<file path="config.mk">
export PLATFORM = sky130hd
export DESIGN_NAME = remove_cp
export DESIGN_NICKNAME = d
export VERILOG_FILES = /design/src/rtl/remove_cp.sv
export SDC_FILE = /design/constraint.sdc
export NUM_CORES = 1
export LEC_CHECK = 0
export ABC_CLOCK_PERIOD_IN_PS = 3600
export BUFFER_PORTS_ARGS = -buffer_cell sky130_fd_sc_hd__buf_2
export CORE_MARGIN = 10
export CORE_UTILIZATION = 40
export CTS_CLUSTER_DIAMETER = 80
export DETAILED_ROUTE_END_ITERATION = 10
export MAX_ROUTING_LAYER = met4
export PLACE_DENSITY = 0.65
export SLEW_MARGIN = 5
export SYNTH_ARGS = -nofsm -noshare
export SYNTH_HDL_FRONTEND = slang
export SYNTH_SLANG_ARGS = --single-unit
</file>
<file path="constraint.sdc">
create_clock -name CLK_I -period 3.6 [get_ports CLK_I]
set_input_delay 0.72 -clock CLK_I [delete_from_list [all_inputs] [get_ports CLK_I]]
set_output_delay 0.72 -clock CLK_I [all_outputs]
set_load 0.05 [all_outputs]
</file>
<file path="src/rtl/remove_cp.sv">
// Receive-side cyclic prefix removal: drops the first LCP samples of every LCP+NFFT symbol
// and forwards the NFFT body samples through a single-entry valid/ready output register.
module remove_cp #(
  parameter int LCP  = 16,
  parameter int NFFT = 48,
  parameter int DW   = 16
) (
  input  logic          CLK_I,
  input  logic          RST_I,
  input  logic [DW-1:0] DAT_I_r,
  input  logic [DW-1:0] DAT_I_i,
  input  logic          VLD_I,
  input  logic          SOF_I,
  output logic          RDY_O,
  output logic [DW-1:0] DAT_O_r,
  output logic [DW-1:0] DAT_O_i,
  output logic          VLD_O,
  output logic          SOF_O,
  output logic          EOF_O,
  input  logic          RDY_I,
  output logic [15:0]   SYM_CNT_O,
  output logic          ERR_O
);

  localparam logic [9:0] CNT_CP_LAST = 10'(LCP - 1);
  localparam logic [9:0] CNT_BODY0   = 10'(LCP);
  localparam logic [9:0] CNT_LAST    = 10'(LCP + NFFT - 1);

  localparam logic [1:0] ST_IDLE = 2'd0;
  localparam logic [1:0] ST_CP   = 2'd1;
  localparam logic [1:0] ST_BODY = 2'd2;

  logic [1:0] state;
  logic [9:0] cnt;
  logic       accept;
  logic       xfer;
  logic       sof_restart;
  logic       resync;
  logic       load;
  logic [1:0] restart_state;

  // NOTE: RDY_O is gated by RST_I so nothing is handshaken while the block is held in reset.
  assign RDY_O  = ~RST_I & ((state != ST_BODY) | ~VLD_O | RDY_I);
  assign accept = VLD_I & RDY_O;
  assign xfer   = VLD_O & RDY_I;

  // A SOF anywhere other than an expected symbol boundary (re)starts framing at CP sample 0.
  assign sof_restart   = accept & SOF_I & ((state == ST_IDLE) | (cnt != '0));
  assign resync        = sof_restart & (state != ST_IDLE);
  assign load          = accept & ~sof_restart & (state == ST_BODY);
  assign restart_state = (LCP == 1) ? ST_BODY : ST_CP;

  // NOTE: all state below uses non-blocking assignments so every register samples pre-edge values.
  always_ff @(posedge CLK_I or posedge RST_I) begin
    if (RST_I) begin
      state     <= ST_IDLE;
      cnt       <= '0;
      SYM_CNT_O <= '0;
      ERR_O     <= 1'b0;
    end else begin
      ERR_O <= resync;
      if (sof_restart) begin
        state <= restart_state;
        cnt   <= 10'd1;
      end else if (accept) begin
        case (state)
          ST_CP: begin
            cnt <= cnt + 10'd1;
            if (cnt == CNT_CP_LAST) state <= ST_BODY;
          end
          ST_BODY: begin
            if (cnt == CNT_LAST) begin
              cnt       <= '0;
              state     <= ST_CP;
              SYM_CNT_O <= SYM_CNT_O + 16'd1;
            end else begin
              cnt <= cnt + 10'd1;
            end
          end
          default: ;
        endcase
      end
    end
  end

  // Single-entry output register; a load in the same cycle as a transfer simply replaces it.
  always_ff @(posedge CLK_I or posedge RST_I) begin
    if (RST_I) begin
      DAT_O_r <= '0;
      DAT_O_i <= '0;
      VLD_O   <= 1'b0;
      SOF_O   <= 1'b0;
      EOF_O   <= 1'b0;
    end else if (load) begin
      DAT_O_r <= DAT_I_r;
      DAT_O_i <= DAT_I_i;
      VLD_O   <= 1'b1;
      SOF_O   <= (cnt == CNT_BODY0);
      EOF_O   <= (cnt == CNT_LAST);
    end else if (xfer) begin
      VLD_O <= 1'b0;
      SOF_O <= 1'b0;
      EOF_O <= 1'b0;
    end
  end

endmodule
</file>
# Yosys cells after proc, flatten, opt, wreduce, memory -nomap -nowiden
# Cells that the tools add are included.
totals:
  register_bits: 64
  input_bits: 37
  output_inout_bits: 53
  wordCells: 55
classes:
  add_sub_neg: 2
  eq_ne: 8
  n_mux: 13
  n_bitwise: 14
  n_reduce_logical: 9
op_table:
  columns: ["cell", "count"]
  rows:
  - ["2-to-1 mux 10 bit", 3]
  - ["one-hot mux 10 bit (2 select lines)", 1]
  - ["adder 16 x 1 -> 16 bit (second input constant)", 1]
  - ["adder 10 x 1 -> 10 bit (second input constant)", 1]
  - ["== test 10 x 4 -> 1 bit (second input constant)", 1]
  - ["== test 10 x 5 -> 1 bit (second input constant)", 1]
  - ["== test 10 x 6 -> 1 bit (second input constant)", 1]
  - ["nonzero test 10 bit", 1]
  - ["bitwise AND 1 bit", 8]
  - ["2-to-1 mux 2 bit", 4]
  - ["AND reduction 4 bit", 2]
  - ["nonzero test 2 bit", 3]
  - ["2-to-1 mux 1 bit", 4]
  - ["one-hot mux 2 bit (2 select lines)", 1]
  - ["!= test 3 x 2 -> 1 bit (second input constant)", 1]
  - ["!= test 3 bit (second input constant)", 1]
  - ["inverter 1 bit", 3]
  - ["OR 1 bit", 3]
  - ["nonzero test 3 bit", 1]
  - ["== test 2 x 1 -> 1 bit (second input constant)", 1]
  - ["== test 2 bit (second input constant)", 1]
  - ["logical NOT 2 bit", 1]
  - ["!= test 2 bit (second input constant)", 1]
  - ["AND reduction 2 bit", 1]

# Longest topological paths before layout
# Gate-level depths: netlist of run 1.
depth:
  depth_word: 11
  depth_mapped: 9
  depth_no_buf: 7

# Worst setup path before layout of run 1
# Ideal clock, no wire load.
synth_timing:
  path_type: "register to register"
  startpoint: "register cnt[6]"
  endpoint: "register cnt[6]"
  setup_ns: 0.104
  arrival_ns: 2.264
  required_ns: 3.496
  setup_slack_ns: 1.233
  stages_incl_launch_ff: 9
  path_buffers: 3
  period_less_slack_ns: 2.367
  cell_sequence: "dfrtp_1 > buf_6 > or4_4 > buf_6 > o41a_4 > a21oi_4 > nand2b_1 > buf_6 > o41ai_2"
synth_via:
  elab_chain_cells: 5
  word_cells_on_any_way: 12
  cone_classes: "1 x add/sub; 1 x eq/ne; 4 x mux; 2 x bitwise; 4 x reduce/logical"
synth_lines:
  columns: ["item", "line_no", "rtl"]
  rows:
  - ["start: declaration", "34", "logic [9:0] cnt;"]
  - ["start signal: assignment", "68", "cnt <= cnt + 10'd1;"]
  - ["start signal: assignment", "77", "cnt <= cnt + 10'd1;"]
  - ["adder 10 x 1 -> 10 bit (tied with other cells)", "68, 77", null]
  - ["2-to-1 mux 10 bit / OR 1 bit (equally long branches)", "72, 48", null]
  - ["one-hot mux 10 bit (2 select lines) / bitwise AND 1 bit (equally long branches)", "66, 48", null]
  - ["2-to-1 mux 10 bit (tied with other cells)", "65", "end else if (accept) begin"]
  - ["2-to-1 mux 10 bit / AND reduction 2 bit (equally long branches)", null, null]
# Parallel ways exist; a longest one is shown, timed or not. The select of a mux whose other input is x is not followed.
# A chain may end at the register's enable or synchronous reset.

# Worst setup path in the final report of run 1
layout_timing:
  startpoint: "register cnt[0]"
  endpoint: "register cnt[5]"
# The elaborated chain is that of the path after synthesis.

==> run summary, run 1 <==
* area taken by flip-flops and latches: 0.00160 mm^2
* number of search-and-repair iterations in the first detailed-routing pass: 4
* kind of start point of the critical path: flop
* post-layout minimum cycle time: 2.51 ns
* power density over the cells: 506 mW/mm^2
* static leakage: 1.98 nW
* class of the most critical hold timing path: in2async
* cell accounting for the most synthesized area: sky130_fd_sc_hd__dfrtp_1
* Setup crit end: cnt[5]
* smallest hold slack: 0.374 ns
* Crit. End Element: flop
* GRT Resource Usage Total: 13.9%
* first-pass GRT wire length: 12.4 mm
* routability-driven placement congestion ratio: 0.802
* share of Yosys cell area claimed by the top area cell type: 54.8%
* result of the run: complete, no violations
* worst-path fanout max: 13
* number of synthesized register bits: 64
* clock skew after layout: 0.0100 ns
* multi-input gate area in the final layout: 0.00122 mm^2
* top cells by area in the synthesized netlist: sky130_fd_sc_hd__dfrtp_1 (55%), sky130_fd_sc_hd__nand2_1 (14%), sky130_fd_sc_hd__xnor2_1 (3.0%)
* detailed router's first-iteration violation count: 69
* Num CTS Buffers: 9
* Buffers on Ports: 89
* Final period util: 69.6%
* initial antenna violation count: 0
* maximum number of pins on one net before global-route repair: 47
* overflow left after global routing: 0
* transition at the pin with the smallest max-transition slack: 0.759 ns
* count of final hold-check violations: 0
* number of max-slew violations in the final report: 0
* Synthesized Nets: 353
* sequential area share after synthesis: 54.8%
* total via count after detailed routing: 2496
* netlist area before placement: 0.00292 mm^2
* via count normalized by instance count: 4.89
* num ports: 90
* fill count: 693
* most frequent cells after synthesis: sky130_fd_sc_hd__nand2_1 (111), sky130_fd_sc_hd__dfrtp_1 (64), sky130_fd_sc_hd__nor2_1 (12)
* Peak supply drop: 0.200 mV
* design area: 0.00371 mm^2
* number of clock sinks: 64
* vertical extent of the die: 105 um
* Resize count post-CTS: 0
* layout cell share with drive strength beyond 1: 29.2%
* remaining max-slew budget at the tightest pin: 48.9%
* hold_buf cts: 0
* CTS tree: yes
* r2r startpoint: cnt[0]
* total setup violations reported at the end of the flow: 0
* async set-or-reset flop fraction in the synthesized netlist: 100%
* number of nets still failing antenna checks after routing: 0
* final wirelength: 7.28 mm
* final antenna diode count: 0
* count of nets after finishing: 446
* top_reg_cell synth: sky130_fd_sc_hd__dfrtp_1
* standard cell area after detailed placement: 0.00346 mm^2
* Layout Area Growth over Synthesis: 27.1%
* Die Area: 0.0111 mm^2
* Max Clock Freq: 0.399 GHz
* Initial Utilization: 40.7%
* average footprint of a synthesized cell: 9.33 um^2
* register-to-register path setup slack: 1.09 ns
* vias in the first global route: 2601
* detailed-route wire length per cell: 14.3 um
* number of design rule violations left after detail routing: 0
* aggregate negative setup slack: 0 ns
* Crit path required time: 3.80 ns
* placeable core region: 0.00718 mm^2
* number of cells traversed by the worst register-to-register path: 8
* dominant cell by count in the synthesized netlist: sky130_fd_sc_hd__nand2_1
* HPWL after DPL: 5.35 mm
* clock root cell: sky130_fd_sc_hd__clkbuf_8
* Reg2Reg Capture Point: cnt[5]
* worst-case clock buffer depth: 2
* timing startpoint of the critical path: cnt[0]
* MaxCap Viol Count: 0
* Worst Path Class, Setup: reg2reg
* number of enable flip-flop cells after synthesis: 0
* overall die width: 105 um
* post-synth cell types: 41
* number of buffers inserted by post-CTS setup repair: 0
* synthesized instance count: 313
* yosys warns: 0
* level count of the clock H-tree: 3
* setup repair after global routing missed its margin: no
* clock insertion delay at the later pin of the skew report: 0.33 ns
* Clk pin slew, worst setup/hold paths: 0.07 ns
* Worst Path Arrival: 2.71 ns
* number of rows in the core area: 31
-- registers in the layout, summed over array words and instances, names as in the netlist --
register and flops:
VLD_O 1, SOF_O 1, EOF_O 1, state 2
ERR_O 1, DAT_O_i 16, cnt 10, DAT_O_r 16
SYM_CNT_O 16
-- final cells by class --
class | instances | area share (%)
Sequential cell | 64 | 43.1
Clock buffer | 11 | 4.08
Timing Repair Buffer | 93 | 12.8
Tap cell | 99 | 3.34
Clock inverter | 5 | 2.76
Inverter | 11 | 1.11
Multi-Input combinational cell | 227 | 32.8
-- cell usage in the layout, fill, tap and decap left out, types with 2 or more instances in the layout --
cell / synthesis / final
sky130_fd_sc_hd__a31oi_1: 2 / 2
sky130_fd_sc_hd__xor2_1: 5 / 5
sky130_fd_sc_hd__clkbuf_8: 0 / 11
sky130_fd_sc_hd__buf_2: 1 / 89
sky130_fd_sc_hd__o22ai_1: 5 / 5
sky130_fd_sc_hd__o21ai_1: 2 / 2
sky130_fd_sc_hd__dfrtp_1: 64 / 64
sky130_fd_sc_hd__nand4_1: 11 / 11
sky130_fd_sc_hd__a21oi_1: 11 / 11
sky130_fd_sc_hd__or3_1: 3 / 3
sky130_fd_sc_hd__o21ai_0: 4 / 4
sky130_fd_sc_hd__nor2b_1: 2 / 2
sky130_fd_sc_hd__nor2_1: 12 / 11
sky130_fd_sc_hd__nand3_1: 11 / 11
sky130_fd_sc_hd__buf_4: 0 / 4
sky130_fd_sc_hd__bufinv_16: 0 / 3
sky130_fd_sc_hd__a31o_1: 2 / 2
sky130_fd_sc_hd__nor3_1: 3 / 3
sky130_fd_sc_hd__nand2_1: 111 / 111
sky130_fd_sc_hd__nor4_1: 5 / 5
sky130_fd_sc_hd__nand2b_1: 7 / 7
sky130_fd_sc_hd__ha_1: 3 / 3
sky130_fd_sc_hd__inv_1: 11 / 10
sky130_fd_sc_hd__xnor2_1: 10 / 10
-- routing by layer --
metal	GRT usage, %	part of all wire, %	vias up	wire length, um
met5	-	0	-	0
met1	16.9	46	1178	3340
met4	4.41	0.87	0	63
met2	20.3	45	74	3270
met3	6.15	8.3	6	602
li1	-	-	1238	-
-- where the power goes --
group	internal (W)	leakage, nW	switching, W
clock	0.000497	0.126	0.000280
combinational	0.0000931	1.01	0.000185
sequential	0.000769	0.851	0.0000533
total	0.00136	1.98	0.000518
-- worst max-delay path: stages, from the launching register on --
cell and delay, ns:
sky130_fd_sc_hd__dfrtp_1 0.42, sky130_fd_sc_hd__inv_1 0.09, sky130_fd_sc_hd__ha_1 0.15, sky130_fd_sc_hd__or3b_2 0.51, sky130_fd_sc_hd__o31a_1 0.33, sky130_fd_sc_hd__o211ai_1 0.20
sky130_fd_sc_hd__buf_4 0.21, sky130_fd_sc_hd__nand2b_1 0.32, sky130_fd_sc_hd__o22ai_1 0.14
-- worst min path at each step --
stage	from	depth (start not counted)	slack [ns]	end
floorplan	cnt[4]	1	0.52	cnt[4]
global placement	SYM_CNT_O[15]	1	0.45	SYM_CNT_O[15]
detailed placement	DAT_O_i[4]	2	0.46	DAT_O_i[4]
CTS	RST_I	2	0.38	DAT_O_r[3]
global route	RST_I	2	0.41	SYM_CNT_O[12]
finish	RST_I	2	0.37	state[0]
-- cell families (layout without fill, tap and decap cells) --
family | after synthesis | in the layout | synth area share [%]
and+or+nand+nor | 172 | 172 | 26.5
DFF | 64 | 64 | 54.8
AOI/OAI and AO/OA | 36 | 36 | 8.87
buffers and inverters | 22 | 120 | 3.64
xor gates and xnor gates | 15 | 15 | 4.50
adders and majority gates | 3 | 3 | 1.28
muxes | 1 | 1 | 0.385
-- per-stage QoR --
step	power [W]	util [%]	instances	setup slack, ns
detailed placement	0.00111	48.2	494	0.979
CTS	0.00190	51.7	510	1.08
finish	0.00188	51.7	510	1.09
global placement	0.00111	48.2	494	1.07
global route	0.00197	51.7	510	0.906
floorplan	0.00104	-	313	1.23
Power figures use the tool's default switching activity.
==> run 2: changes to the inputs <==
--- a/config.mk
+++ b/config.mk
@@ -5,14 +5,15 @@
 export SDC_FILE = /design/constraint.sdc
 export NUM_CORES = 1
 export LEC_CHECK = 0
-export ABC_CLOCK_PERIOD_IN_PS = 3600
+export ABC_AREA = 1
+export ABC_CLOCK_PERIOD_IN_PS = 2500
 export BUFFER_PORTS_ARGS = -buffer_cell sky130_fd_sc_hd__buf_2
 export CORE_MARGIN = 10
 export CORE_UTILIZATION = 40
 export CTS_CLUSTER_DIAMETER = 80
 export DETAILED_ROUTE_END_ITERATION = 10
 export MAX_ROUTING_LAYER = met4
-export PLACE_DENSITY = 0.65
+export PLACE_DENSITY = 0.64
 export SLEW_MARGIN = 5
 export SYNTH_ARGS = -nofsm -noshare
 export SYNTH_HDL_FRONTEND = slang
==> constraint.sdc (replaced) <==
create_clock -name CLK_I -period 2.5 [get_ports CLK_I]
set_input_delay 0.5 -clock CLK_I [delete_from_list [all_inputs] [get_ports CLK_I]]
set_output_delay 0.5 -clock CLK_I [all_outputs]
set_load 0.05 [all_outputs]
==> run summary, run 2 <==
* result of the run: complete, no violations
* Num CTS Buffers: 9
* Initial Utilization: 41.4%
* maximum number of pins on one net before global-route repair: 65
* Final period util: 80.0%
* via count normalized by instance count: 4.52
* async set-or-reset flop fraction in the synthesized netlist: 100%
* Peak supply drop: 0.606 mV
* number of enable flip-flop cells after synthesis: 0
* multi-input gate area in the final layout: 0.00144 mm^2
* Clk pin slew, worst setup/hold paths: 0.07 ns
* routability-driven placement congestion ratio: 0.862
* total setup violations reported at the end of the flow: 0
* netlist area before placement: 0.00323 mm^2
* detailed-route wire length per cell: 13.1 um
* dominant cell by count in the synthesized netlist: sky130_fd_sc_hd__nand2_1
* Layout Area Growth over Synthesis: 22.1%
* total via count after detailed routing: 2710
* vertical extent of the die: 110 um
* sequential area share after synthesis: 49.6%
* power density over the cells: 1070 mW/mm^2
* number of search-and-repair iterations in the first detailed-routing pass: 4
* static leakage: 2.22 nW
* area taken by flip-flops and latches: 0.00160 mm^2
* fill count: 810
* Buffers on Ports: 89
* number of synthesized register bits: 64
* HPWL after DPL: 6.05 mm
* worst-case clock buffer depth: 2
* Worst Path Arrival: 1.50 ns
* most frequent cells after synthesis: sky130_fd_sc_hd__nand2_1 (177), sky130_fd_sc_hd__dfrtp_1 (64), sky130_fd_sc_hd__inv_1 (25), sky130_fd_sc_hd__nor2_1 (23), sky130_fd_sc_hd__nand3_1 (20)
* number of clock sinks: 64
* Max Clock Freq: 0.500 GHz
* GRT Resource Usage Total: 13.9%
* CTS tree: yes
* yosys warns: 0
* overall die width: 110 um
* number of max-slew violations in the final report: 0
* kind of start point of the critical path: flop
* initial antenna violation count: 0
* Worst Path Class, Setup: reg2out
* standard cell area after detailed placement: 0.00377 mm^2
* share of Yosys cell area claimed by the top area cell type: 49.6%
* MaxCap Viol Count: 0
* top_reg_cell synth: sky130_fd_sc_hd__dfrtp_1
* first-pass GRT wire length: 13.0 mm
* setup repair after global routing missed its margin: no
* placeable core region: 0.00781 mm^2
* top cells by area in the synthesized netlist: sky130_fd_sc_hd__dfrtp_1 (50%), sky130_fd_sc_hd__nand2_1 (21%), sky130_fd_sc_hd__xor2_1 (4.1%)
* post-synth cell types: 31
* registers with the highest flip-flop counts: DAT_O_i: 16 flops, DAT_O_r: 16 flops, SYM_CNT_O: 16 flops
* transition at the pin with the smallest max-transition slack: 0.803 ns
* number of rows in the core area: 32
* level count of the clock H-tree: 3
* Die Area: 0.0121 mm^2
* number of buffers inserted by post-CTS setup repair: 0
* Resize count post-CTS: 0
* Crit path required time: 2.00 ns
* num ports: 90
* final wirelength: 7.88 mm
* hold_buf cts: 0
* Synthesized Nets: 440
* cell accounting for the most synthesized area: sky130_fd_sc_hd__dfrtp_1
* synthesized instance count: 400
* design area: 0.00394 mm^2
* count of nets after finishing: 534
* post-layout minimum cycle time: 2.00 ns
* worst-path fanout max: 4
* leading cell type in the layout, fill and taps excluded: sky130_fd_sc_hd__nand2_1
* class of the most critical hold timing path: in2reg
* overflow left after global routing: 0
* clock skew after layout: 0.00519 ns
* detailed router's first-iteration violation count: 194
* layout cell share with drive strength beyond 1: 26.7%
* Crit. End Element: output pin
* count of final hold-check violations: 0
* number of design rule violations left after detail routing: 0
* vias in the first global route: 2719
* clock insertion delay at the later pin of the skew report: 0.33 ns
* clock root cell: sky130_fd_sc_hd__clkbuf_8
* remaining max-slew budget at the tightest pin: 46.5%
* core occupancy in the finished layout: 50.5%
* aggregate negative setup slack: 0 ns
* final antenna diode count: 0
* highest-count cells in the layout ignoring fill and taps: sky130_fd_sc_hd__nand2_1 (177), sky130_fd_sc_hd__buf_2 (89), sky130_fd_sc_hd__dfrtp_1 (64), sky130_fd_sc_hd__inv_1 (24), sky130_fd_sc_hd__nor2_1 (23)
* average footprint of a synthesized cell: 8.08 um^2
* number of nets still failing antenna checks after routing: 0
run 2: cell count changes in the layout (fill, tap and decap cells not counted), sizes merged, moves of 5 or more:
| cell | change |
|---|---|
| nand4 | -7 |
| nand2 | +70 |
| nand2b | -7 |
| nand3 | +13 |
| o22ai | -5 |
| xor2 | +10 |
| nor2 | +18 |
| o21ai | +14 |
| a21oi | -11 |
| xnor2 | -8 |
| inv | +21 |
run 2: layout make-up:
class	instances	area share (%)
Clock buffer	12	3.93
Clock inverter	3	0.444
Inverter	33	3.24
Multi-Input combinational cell	293	36.5
Sequential cell	64	40.6
Tap cell	102	3.24
Timing Repair Buffer	93	12.1
run 2: worst paths after layout:
kind / startpoint / endpoint / slack, ns / cells after the start
max: state[0] / RDY_O / 0.50 / 5
min: DAT_I_r[8] / DAT_O_r[8] / 0.37 / 3
max reg2reg: cnt[0] / SOF_O / 0.58 / 11
min reg2reg: DAT_O_r[8] / DAT_O_r[8] / 0.46 / 2
max in group asynchronous: RST_I / SYM_CNT_O[9] / 1.49 / 3
min in group asynchronous: RST_I / VLD_O / 0.49 / 3
run 2: routing by layer:
layer  GRT usage [%]  wire length (um)
met5               -                 0
met4            3.81                87
met3            4.86               515
met2            21.7              3860
met1            16.6              3410
run 2: cells by family after synthesis:
kind of cell,share of synthesized area [%]
AND/OR/NAND/NOR,34.7
flip-flops,49.6
buffers and inverters,6.04
AO/OA/AOI/OAI,3.91
XOR/XNOR,4.61
adder cells (fa/ha/maj),1.16
run 2: per-stage QoR:
| step | hold slack, ns | power [W] | setup slack [ns] | cells |
|---|---|---|---|---|
| after floorplan | 0.481 | 0.00302 | -0.0421 | 400 |
| after global placement | 0.451 | 0.00345 | 0.573 | 585 |
| after detailed placement | 0.453 | 0.00348 | 0.547 | 585 |
| after CTS | 0.352 | 0.00428 | 0.456 | 600 |
| after global routing | 0.348 | 0.00449 | 0.356 | 600 |
| final | 0.366 | 0.00423 | 0.501 | 600 |
run 2: critical path, stage by stage (launching register included):
cell                      delay, ns
sky130_fd_sc_hd__dfrtp_1       0.42
sky130_fd_sc_hd__nor2_2        0.23
sky130_fd_sc_hd__nand2_1       0.13
sky130_fd_sc_hd__nand2_4       0.12
sky130_fd_sc_hd__inv_1         0.06
sky130_fd_sc_hd__buf_2         0.21
run 2: power by group:
part,internal [W],total [W],switching [W]
registers,0.00134,0.00154,0.000208
clock network,0.000405,0.000784,0.000379
logic,0.000431,0.00190,0.00147
==> run 3: changes to the inputs <==
--- a/config.mk
+++ b/config.mk
@@ -6,14 +6,14 @@
 export NUM_CORES = 1
 export LEC_CHECK = 0
 export ABC_AREA = 1
-export ABC_CLOCK_PERIOD_IN_PS = 2500
+export ABC_CLOCK_PERIOD_IN_PS = 1800
 export BUFFER_PORTS_ARGS = -buffer_cell sky130_fd_sc_hd__buf_2
 export CORE_MARGIN = 10
 export CORE_UTILIZATION = 40
 export CTS_CLUSTER_DIAMETER = 80
 export DETAILED_ROUTE_END_ITERATION = 10
 export MAX_ROUTING_LAYER = met4
-export PLACE_DENSITY = 0.64
+export PLACE_DENSITY = 0.66
 export SLEW_MARGIN = 5
 export SYNTH_ARGS = -nofsm -noshare
 export SYNTH_HDL_FRONTEND = slang
==> constraint.sdc (replaced) <==
create_clock -name CLK_I -period 1.8 [get_ports CLK_I]
set_input_delay 0.36 -clock CLK_I [delete_from_list [all_inputs] [get_ports CLK_I]]
set_output_delay 0.36 -clock CLK_I [all_outputs]
set_load 0.05 [all_outputs]
==> run summary, run 3 (synthesis gave the netlist of run 2 again) <==
* layout cell share with drive strength beyond 1: 34.3%
* class of the most critical hold timing path: in2reg
* Worst Path Arrival: 2.07 ns
* clock insertion delay at the later pin of the skew report: 0.34 ns
* registers with the highest flip-flop counts: DAT_O_i: 16 flops, DAT_O_r: 16 flops, SYM_CNT_O: 16 flops
* slowest stage delay, CP: 0.41 ns
* r2r startpoint: cnt[0]
* count of final hold-check violations: 0
* Top Family by Delay on Critical Path: simple AND/OR/NAND/NOR gates
* Crit. End Element: flop
* final antenna diode count: 0
* number of search-and-repair iterations in the first detailed-routing pass: 4
* Final period util: 99.7%
* Num CTS Buffers: 9
* total setup violations reported at the end of the flow: 0
* Peak supply drop: 1.17 mV
* GRT Resource Usage Total: 14.7%
* number of nets still failing antenna checks after routing: 0
* placeable core region: 0.00781 mm^2
* num ports: 90
* hold_buf cts: 0
* Die Area: 0.0121 mm^2
* Initial Utilization: 41.4%
* worst-case clock buffer depth: 2
* maximum number of pins on one net before global-route repair: 65
* number of max-slew violations in the final report: 0
* GRT met3 Usage: 4.04%
* via count normalized by instance count: 4.71
* vias in the first global route: 2813
* clock root cell: sky130_fd_sc_hd__clkbuf_8
* count of nets after finishing: 551
* Crit path required time: 2.08 ns
* routability-driven placement congestion ratio: 0.864
* vertical extent of the die: 110 um
* detailed router's first-iteration violation count: 157
* remaining max-slew budget at the tightest pin: 45.8%
* overall die width: 110 um
* CTS tree: yes
* design area: 0.00429 mm^2
* number of rows in the core area: 32
* global-route met2 utilization: 24.6%
* global route hottest layer: met2
* smallest hold slack: 0.219 ns
* clock skew after layout: 0.00879 ns
* Reg2Reg Capture Point: DAT_O_i[3]
* Buffers on Ports: 89
* Clk pin slew, worst setup/hold paths: 0.07 ns
* Worst Path Class, Setup: reg2reg
* result of the run: complete, no violations
* Max Clock Freq: 0.557 GHz
* power density over the cells: 1500 mW/mm^2
* Critical path buffers and inverters: 3
* initial antenna violation count: 0
* setup repair after global routing missed its margin: yes
* number of clock sinks: 64
* final wirelength: 8.67 mm
* total via count after detailed routing: 2912
* level count of the clock H-tree: 3
* number of design rule violations left after detail routing: 0
* worst-path fanout max: 7
* kind of start point of the critical path: flop
* leading cell type in the layout, fill and taps excluded: sky130_fd_sc_hd__nand2_1
* transition at the pin with the smallest max-transition slack: 0.813 ns
* highest-count cells in the layout ignoring fill and taps: sky130_fd_sc_hd__nand2_1 (154), sky130_fd_sc_hd__buf_2 (88), sky130_fd_sc_hd__dfrtp_1 (64), sky130_fd_sc_hd__inv_1 (23), sky130_fd_sc_hd__nor2_1 (23)
* core occupancy in the finished layout: 55.0%
* Hold Crit Depth: 3
* register-to-register path setup slack: 0.006 ns
* source of the worst hold timing path: DAT_I_i[14]
* Layout Area Growth over Synthesis: 32.9%
* standard cell area after detailed placement: 0.00386 mm^2
* worst-path cell chain: inv_2 > ha_2 > nand2_2 > nor2_4 > nand3_4 > nand2_4 > nand2_4 > nor2_8 > buf_12 > clkbuf_16 > nand2_2 > nand2_1
* post-layout minimum cycle time: 1.79 ns
* met1 GRT Util: 16.7%
* worst-case hold path end point: DAT_O_i[14]
* first-pass GRT wire length: 13.6 mm
* static leakage: 2.40 nW
* number of cells traversed by the worst register-to-register path: 12
* CP max-delay cell: sky130_fd_sc_hd__dfrtp_1
* overflow left after global routing: 0
* MaxCap Viol Count: 0
* detailed-route wire length per cell: 14.0 um
* HPWL after DPL: 6.09 mm
## run 3: cell count changes in the layout (fill, tap and decap cells not counted), sizes merged
cell    before  now
buf         93  109
bufinv       0    2
## run 3: per-layer routing
layer	wire length (um)	part of all wire (%)
met1	3680	42
met4	69	0.80
met2	4450	51
met5	0	0
met3	477	5.5
## run 3: worst max-delay path by stage
| stage | cells after the start | slack [ns] | endpoint | from |
|---|---|---|---|---|
| 6_report | 12 | 0.006 | DAT_O_i[3] | cnt[0] |
| 4_1_cts | 12 | 0.005 | DAT_O_r[10] | cnt[0] |
| 3_5_place_dp | 11 | -0.01 | DAT_O_r[10] | cnt[0] |
| 2_1_floorplan | 8 | -0.60 | cnt[1] | RST_I |
| 5_1_grt | 12 | -0.08 | DAT_O_i[3] | cnt[1] |
| 3_3_place_gp | 11 | 0.08 | SOF_O | cnt[0] |
## run 3: through the flow
stage | instances | total power (W) | TNS [ns] | worst slack (ns)
2_1_floorplan | 400 | 0.00423 | -25.77 | -0.601
5_1_grt | 618 | 0.00680 | -2.66 | -0.0787
6_report | 618 | 0.00644 | 0 | 0.00625
4_1_cts | 612 | 0.00635 | 0 | 0.00465
3_3_place_gp | 591 | 0.00486 | 0 | 0.0777
3_5_place_dp | 591 | 0.00491 | -0.0503 | -0.0127
## run 3: what timing repair did
action / in CTS / in global routing
gates resized for setup: 3 / 32
endpoints found under the setup margin: 34 / 58
buffers inserted: 4 / 6
endpoints found under the hold margin: 0 / 0
pin swaps: 1 / 19
cloned: 1 / 1
## run 3: worst reg2reg max path, stage by stage (launching register included)
cell	delay (ns)
sky130_fd_sc_hd__dfrtp_1	0.41
sky130_fd_sc_hd__inv_2	0.08
sky130_fd_sc_hd__ha_2	0.18
sky130_fd_sc_hd__nand2_2	0.07
sky130_fd_sc_hd__nor2_4	0.14
sky130_fd_sc_hd__nand3_4	0.11
sky130_fd_sc_hd__nand2_4	0.10
sky130_fd_sc_hd__nand2_4	0.08
sky130_fd_sc_hd__nor2_8	0.18
sky130_fd_sc_hd__buf_12	0.14
sky130_fd_sc_hd__clkbuf_16	0.15
sky130_fd_sc_hd__nand2_2	0.05
sky130_fd_sc_hd__nand2_1	0.05
## run 3: where the power goes
part / internal (W) / switching (W)
Sequential: 0.00185 / 0.000273
Clock: 0.000782 / 0.000583
Combinational: 0.000773 / 0.00218
## run 3: final cells by class
cell class / count / area, um^2
multi-input cells: 293 / 1540
inverters: 33 / 133
repair buffers: 110 / 683
well taps: 102 / 128
clock buffers: 11 / 131
fillers: 766 / 3510
clock inverters: 5 / 81.3
flip-flops and latches: 64 / 1600
